[src/rtl/serial_adder.sv]
// Bit-serial adder: a single full-adder cell with a carry flop walks the operands LSB-first,
// taking WIDTH cycles per addition and publishing {cout,sum} only once the last bit is done.
module serial_adder #(
    parameter int WIDTH = 8
) (
    input  logic             clk,
    input  logic             rst_n,
    input  logic             start,
    input  logic [WIDTH-1:0] a,
    input  logic [WIDTH-1:0] b,
    input  logic             cin,
    output logic [WIDTH-1:0] sum,
    output logic             cout,
    output logic             busy,
    output logic             done
);

    localparam int CW = (WIDTH > 1) ? $clog2(WIDTH) : 1;

    typedef enum logic [1:0] {
        ST_IDLE  = 2'd0,
        ST_SHIFT = 2'd1,
        ST_DONE  = 2'd2
    } state_t;

    function automatic logic fa_sum(input logic x, input logic y, input logic c);
        return x ^ y ^ c;
    endfunction

    function automatic logic fa_carry(input logic x, input logic y, input logic c);
        return (x & y) | (c & (x ^ y));
    endfunction

    state_t           state_r;
    logic [WIDTH-1:0] a_r;
    logic [WIDTH-1:0] b_r;
    logic [WIDTH-1:0] res_r;
    logic [WIDTH-1:0] sum_r;
    logic [CW-1:0]    cnt_r;
    logic             carry_r;
    logic             cout_r;
    logic             busy_r;
    logic             done_r;

    logic             bit_sum_s;
    logic             bit_carry_s;
    logic             last_bit_s;

    // Full-adder cell on the current operand LSBs and the carry flop
    always_comb begin
        bit_sum_s   = fa_sum(a_r[0], b_r[0], carry_r);
        bit_carry_s = fa_carry(a_r[0], b_r[0], carry_r);
        last_bit_s  = (cnt_r == CW'(WIDTH - 1));
    end

    // Control FSM and datapath registers; outputs update only when DONE is entered
    always_ff @(posedge clk) begin
        if (!rst_n) begin
            state_r <= ST_IDLE;
            a_r     <= {WIDTH{1'b0}};
            b_r     <= {WIDTH{1'b0}};
            res_r   <= {WIDTH{1'b0}};
            sum_r   <= {WIDTH{1'b0}};
            cnt_r   <= {CW{1'b0}};
            carry_r <= 1'b0;
            cout_r  <= 1'b0;
            busy_r  <= 1'b0;
            done_r  <= 1'b0;
        end else begin
            case (state_r)
                ST_IDLE: begin
                    if (start) begin
                        a_r     <= a;
                        b_r     <= b;
                        carry_r <= cin;
                        cnt_r   <= {CW{1'b0}};
                        state_r <= ST_SHIFT;
                        busy_r  <= 1'b1;
                        done_r  <= 1'b0;
                    end else begin
                        state_r <= ST_IDLE;
                        busy_r  <= 1'b0;
                        done_r  <= 1'b0;
                    end
                end
                ST_SHIFT: begin
                    res_r   <= {bit_sum_s, res_r[WIDTH-1:1]};
                    carry_r <= bit_carry_s;
                    a_r     <= {1'b0, a_r[WIDTH-1:1]};
                    b_r     <= {1'b0, b_r[WIDTH-1:1]};
                    cnt_r   <= cnt_r + CW'(1);
                    if (last_bit_s) begin
                        // The final sum bit is folded in directly so the result lands this edge
                        sum_r   <= {bit_sum_s, res_r[WIDTH-1:1]};
                        cout_r  <= bit_carry_s;
                        state_r <= ST_DONE;
                        busy_r  <= 1'b0;
                        done_r  <= 1'b1;
                    end else begin
                        state_r <= ST_SHIFT;
                        busy_r  <= 1'b1;
                        done_r  <= 1'b0;
                    end
                end
                ST_DONE: begin
                    state_r <= ST_IDLE;
                    busy_r  <= 1'b0;
                    done_r  <= 1'b0;
                end
                default: begin
                    state_r <= ST_IDLE;
                    busy_r  <= 1'b0;
                    done_r  <= 1'b0;
                end
            endcase
        end
    end

    assign sum  = sum_r;
    assign cout = cout_r;
    assign busy = busy_r;
    assign done = done_r;

endmodule

[config.mk]
export PLATFORM = sky130hd
export DESIGN_NAME = serial_adder
export DESIGN_NICKNAME = d
export VERILOG_FILES = /design/src/rtl/serial_adder.sv
export SDC_FILE = /design/constraint.sdc
export NUM_CORES = 1
export LEC_CHECK = 0
export CAP_MARGIN = 20
export CORE_ASPECT_RATIO = 1.2
export CORE_MARGIN = 10
export CORE_UTILIZATION = 50
export CTS_BUF_LIST = sky130_fd_sc_hd__clkbuf_16
export DETAILED_ROUTE_END_ITERATION = 12
export HOLD_SLACK_MARGIN = 0.08
export PLACE_DENSITY = 0.85
export REMOVE_ABC_BUFFERS = 1
export SYNTH_ARGS = -nofsm -noshare
export SYNTH_HDL_FRONTEND = slang
export SYNTH_SLANG_ARGS = --single-unit
export TNS_END_PERCENT = 5
[constraint.sdc]
create_clock -name clk -period 1.8 [get_ports clk]
set_input_delay 0.36 -clock clk [delete_from_list [all_inputs] [get_ports clk]]
set_output_delay 0.36 -clock clk [all_outputs]
set_load 0.005 [all_outputs]
==> summary.md <==
| Metric | Value |
|---|---|
| CP delay by family, top | `buffers and inverters` |
| Gr usage total | `12.5%` |
| Core area | `approximately 3100 µm²` |
| Vias per cell | `roughly 5.5` |
| Max Freq | `0.586 GHz` |
| I/O Buffers | `30` |
| Antenna violations before repair | `0` |
| WL/cell | `14.4 µm` |
| CTS HTree Levels | `2` |
| Worst-path clk slew | `0.05 ns` |
| Hold crit path type | `flop to flop` |
| Post-CTS Setup Inserts | `0` |
| Io pins | `31` |
| Startpoint types | `flop` |
| Synth top area share | `48.4%` |
| Post-synthesis register bit count | `39` |
| Final setup violation count | `0` |
| Max_cap viols | `0` |
| Post-route antenna net violation count | `0` |
| First-pass GRT wire length | `approximately 6000 µm` |
| Dpl hpwl | `2460 µm` |
| Worst Clk Skew | `0.00388 ns` |
| Hold Buf Count CTS | `0` |
| Unique masters post-synth | `24` |
| Outcome | `complete, no violations` |
| Max FO, Critical Path | `7` |
| Most frequent cells in the layout | `39 x dfxtp_1, 31 x nand2_1, 30 x clkdlybuf4s50_1, 20 x nand3_1, 16 x mux2i_1` |
| Maximum clock path buffer count | `2` |
| LEAKAGE | `0.000817 µW` |
| Finished Cell Area | `2090 µm²` |
| Clock Latency Late Sink | `between 0.2 and 0.3 ns` |
| Fillcell total | `259` |
| Crit Path Category | `flop to output port` |
| Setup ws final | `0.0943 ns` |
| CTS root buf | `clkbuf_16` |
| Post-layout net count | `230` |
| DIE HEIGHT | `82.2 µm` |
| Slew HR | `73.8%` |
| Minimum clock period | `1.71 ns` |
| TritonCTS clock tree | `done` |
| Top cells by area, synth | `dfxtp_1 48%, mux2i_1 9.9%, nand2_1 7.2%, o211ai_1 7.0%, nand3_1 6.2%` |
| Critical path buffer and inverter count | `1` |
| Cell Rows | `22` |
| DP Worst Slack | `between 0.06 and 0.07 ns` |
| Mean Syn Cell Area | `9.07 µm²` |
| # diodes | `0` |
| Final Wtd Congestion | `0.755` |
| Synth area leader | `dfxtp_1` |
| Slowest stage delay, CP | `0.57 ns` |
| Vias | `1,352` |
| Most common cell after layout, fill and taps aside | `dfxtp_1` |
| Initial Utilization | `a little over half` |
| CP max-delay cell | `clkdlybuf4s50_1` |
| GR Overflow Total | `0` |
| Sequential area share after synthesis | `48.4%` |
| Drt initial violations | `83` |
| YS warnings | `0` |
| Cts repair resizes | `0` |
| Maximum vdd drop | `0.796 mV` |
| Share of cells above drive strength 1 | `6.25%` |
| Dpl cell area | `1960 µm²` |
| Critical Path AT | `1.35 ns` |
| Fin Setup TNS | `0 ns` |
| Final wirelength | `3510 µm` |
| Residual DRC | `0` |
| RSZ-0062 raised after global routing | `no` |
| CTS sink cnt | `39` |
| Die area | `5910 µm²` |
| Final hold vios | `0` |
| Pwr dens | `around 920 nW/µm²` |
| Cts bufs inserted | `5` |
| Tightest Pin Transition | `0.392 ns` |
| Hold WS | `around 0.45 ns` |
| CP Data Required Time | `1.44 ns` |
| Layout area overhead | `29.7%` |
| Critical path cell sequence | `clkdlybuf4s50_1` |
| Synth Cell Area | `about 1600 µm²` |
| Largest net degree at the start of global routing | `between 50 and 60` |
| Post-Synthesis Cells | `178` |
| Vias in the first global route | `~1,300` |
| Drt pass-1 iters | `4` |
| Final slew viol count | `0` |
| Element type at the critical path end | `output port` |
| Chip width | `between 70 and 80 µm` |
| Fin crit share | `94.8%` |
==> kinds of logic after synthesis <==
group,Yosys count,share of synthesized area [%]
mux,16,9.92
buf+inv,15,4.03
fa+ha+maj,3,2.79
compound gates,42,16.6
simple gates,63,18.3
flops,39,48.4
==> where the power goes <==
| group | internal [µW] | total [µW] | switching (µW) | leakage, µW |
|---|---|---|---|---|
| Sequential | 898 | 922 | 23.2 | 0.000318 |
| Combinational | 96.1 | 181 | 84.6 | 0.000423 |
| Clock | 500 | 818 | 318 | 0.0000762 |
| Total | 1490 | 1920 | 426 | 0.000817 |
==> cell type report <==
| class | instances | area, µm² | share of cell area (%) |
|---|---|---|---|
| sequential | 39 | 781 | 37.3 |
| timing repair buffer | 36 | 358 | 17.1 |
| clock inverter | 3 | 12.5 | 0.598 |
| multi-input combinational | 124 | 768 | 36.7 |
| tap | 36 | 45.0 | 2.15 |
| clock buffer | 5 | 125 | 5.98 |
| inverter | 1 | 3.75 | 0.179 |
==> synthesized netlist by cell type, drive strengths merged <==
library cell,count
nand3,20
fa,1
nand2b,1
and2,2
and3b,1
o211ai,15
o22ai,2
nand3b,2
ha,2
o21ai,18
mux2i,16
a21boi,7
dfxtp,39
nor2b,1
nand2,31
nor2,3
clkbuf,8
or3b,1
buf,6
inv,1
nor3b,1
==> per-layer routing <==
metal / up-vias / wire length (µm) / track usage (%)
met5: - / 0 / 0
met4: 0 / 61 / 5.81
met3: 7 / 196 / 5.01
met2: 24 / 1770 / 22.0
met1: 632 / 1480 / 12.8
li1: 689 / - / -
==> worst paths after layout <==
kind	start	endpoint	slack, ns	cells past startpoint
setup / recovery	state_r[0]	busy	0.09	1
hold / removal	sum[0]	sum[0]	0.45	2
setup reg to reg	state_r[0]	res_r[2]	0.30	5
hold reg to reg	sum[0]	sum[0]	0.45	2
==> sequential cells by signal, indices dropped and copies added, names as in the netlist <==
signal	cells
a_r	8
b_r	8
carry_r	1
cnt_r	3
cout	1
done	1
res_r	7
state_r	2
sum	8
==> through the flow <==
step           cells  power (µW)  utilization (%)
6_report         244        1920             67.9
4_1_cts          244        1930             67.9
3_5_place_dp     236        1120             63.4
5_1_grt          244        1990             67.9
2_1_floorplan    164        1020                -
3_3_place_gp     236        1110             63.4
Note: power is estimated with default switching activity, not from simulation.
==> variant, RTL diff (same settings) <==
`WIDTH`: 8 -> 4.
--- a/src/rtl/serial_adder.sv
+++ b/src/rtl/serial_adder.sv
@@ -2,5 +2,5 @@
 // taking WIDTH cycles per addition and publishing {cout,sum} only once the last bit is done.
 module serial_adder #(
-    parameter int WIDTH = 8
+    parameter int WIDTH = 4
 ) (
     input  logic             clk,
Interface: changed (resized a, b and sum); port bits go from 31 to 19. The function was not compared with the original's and may differ.
==> variant against the unedited design <==
Fmax is 2.4% higher; core utilization grew 2.5 points; sequential cell count decreased by 17; setup slack gained 39 ps; total power is 43% lower; worst hold slack improved by 8.2 ps; design area decreased by 43%; synthesized cell count decreased by 47%; global-route usage fell by 3.5 points; routed wire length fell by 51%; via count fell by 46%; synthesized area fell by 44%; non-clock buffer count fell by 15.
==> variant: results (changes against the unedited design) <==
[metrics] antenna violations before repair: 0 (unchanged)
[metrics] number of buffers created by CTS: 3 (-2)
[metrics] clk slew on worst S/H paths: ~60 ps
[metrics] number of search-and-repair iterations in the first detailed-routing pass: 4 (unchanged)
[metrics] arrival time of the worst setup path: 1310 ps (-40 ps)
[metrics] pin count of the biggest net entering global routing: 31 (-43%)
[metrics] IR drop worst, VDD: 0.687 mV (-14%)
[metrics] family of cells with the greatest summed delay on the critical path: buffers and inverters
[metrics] post-CTS setup-driven buffer insertion count: 0 (unchanged)
[metrics] unique cell type count in the Yosys netlist: 21 (-13%)
[metrics] largest buffer count on any clock path: 2 (unchanged)
[metrics] total DRC errors in the routed layout: 0 (unchanged)
[metrics] max capacitance violation total: 0 (unchanged)
[metrics] worst slew margin relative to its limit: 72.9% (-0.93 points)
[metrics] status: finished, final reports clean
[metrics] Area contributors post-synth: dfxtp_1, mux2i_1, o21ai_1, o211ai_1, nand2_1
[metrics] class of the worst hold path: register to register
[metrics] accumulated negative setup slack: 0 ps (unchanged)
[metrics] wire length of the first global-routing pass: 2910 um (-51%)
[metrics] quantity of gates resized following cts: 0 (unchanged)
[metrics] overall track demand over capacity in global routing: 9.00% (-3.5 points)
[metrics] placed inst area: 1100 sq um (-44%)
[metrics] fraction of synthesis flops using an asynchronous set or reset pin: 0% (unchanged)
[metrics] post-synthesis area per instance: 9.52 sq um (+5.0%)
[metrics] Antenna Cells: 0 (unchanged)
[metrics] root buffer selected by CTS: clkbuf_16
[metrics] clock latency of the later-clocked register in the worst-skew pair: 250 ps (-30 ps)
[metrics] number of placed instances, taps included: 128 (-46%)
[metrics] drt first-iter violations: 9 (-89%)
[metrics] number of global-route vias before repair: 699 (-47%)
[metrics] Max H-tree Level: 1 (-1)
[metrics] DPL Wire Length: 1230 um (-50%)
[metrics] share of synthesized area occupied by flip-flops and latches: 48.7% (+0.31 points)
[metrics] post-DR wirelength/cell: 13.1 um (-8.8%)
[metrics] Port-buffer cells: 18 (-40%)
[metrics] Pleak: 0.441 nW (-46%)
[metrics] detailed-route via count: 725 (-46%)
[metrics] dominant synthesized flop cell: dfxtp_1
[metrics] YS warnings: 0 (unchanged)
[metrics] Critical-path top delay cell: clkdlybuf4s50_1
[metrics] stage delay of the slowest cell on the critical path: 570 ps (about the same)
[metrics] Final Instance Count excl. Fillers: 132 (-46%)
[metrics] largest driver fanout on the critical path: 7 (unchanged)
[metrics] GPL Wtd Cong: 0.751 (-0.49%)
[metrics] fraction of layout instances using a drive strength above 1: 7.89% (+1.6 points)
[metrics] top cell types by occurrence after synthesis: dfxtp_1, o21ai_1, mux2i_1, nand2_1, o211ai_1
[metrics] worst clock skew: 1.54 ps (-2.33 ps)
==> variant: per-layer routing <==
| metal | track usage, % | vias up | wire [um] |
|---|---|---|---|
| li1 | - | 373 | - |
| met5 | 0 | - | 0 |
| met4 | 3.45 | 0 | 14 |
| met2 | 14.6 | 20 | 802 |
| met1 | 10.4 | 330 | 799 |
| met3 | 3.42 | 2 | 114 |
==> variant: cell families (layout without fill, tap and decap cells) <==
family,Yosys count,count (layout),share of synthesized area [%]
compound gates,24,24,15.5
fa+ha+maj,2,2,3.60
buf+inv,7,26,3.18
flops,22,22,48.7
mux,11,11,12.2
simple gates,29,29,16.9
==> variant: final cells by class <==
| cell class | count | area [sq um] |
|---|---|---|
| Clock buffer | 3 | 75.1 |
| Timing Repair Buffer | 21 | 203 |
| Sequential cell | 22 | 440 |
| Multi-Input combinational cell | 66 | 435 |
| Clock inverter | 1 | 3.75 |
| Inverter | 1 | 3.75 |
| Fill cell | 138 | 498 |
| Tap cell | 18 | 22.5 |
==> variant: power by group <==
group / internal (mW) / switching (mW)
Clock: 0.296 / 0.162
Combinational: 0.0619 / 0.0510
Sequential: 0.509 / 0.0164
Total: 0.866 / 0.230
==> variant: path summary, 6_finish.rpt <==
check             start  cells past startpoint  slack, ps        to
min reg2reg      sum[2]                      2        450    sum[2]
max reg2reg  state_r[0]                      4        420  res_r[2]
max          state_r[0]                      1        130      busy
min              sum[2]                      2        450    sum[2]
==> variant: per-stage QoR <==
stage / setup WS (ps) / utilization (%)
floorplan: 324 / -
global placement: 195 / 65.7
detailed placement: 154 / 65.7
CTS: 131 / 70.4
global route: 76.7 / 70.4
finish: 134 / 70.4
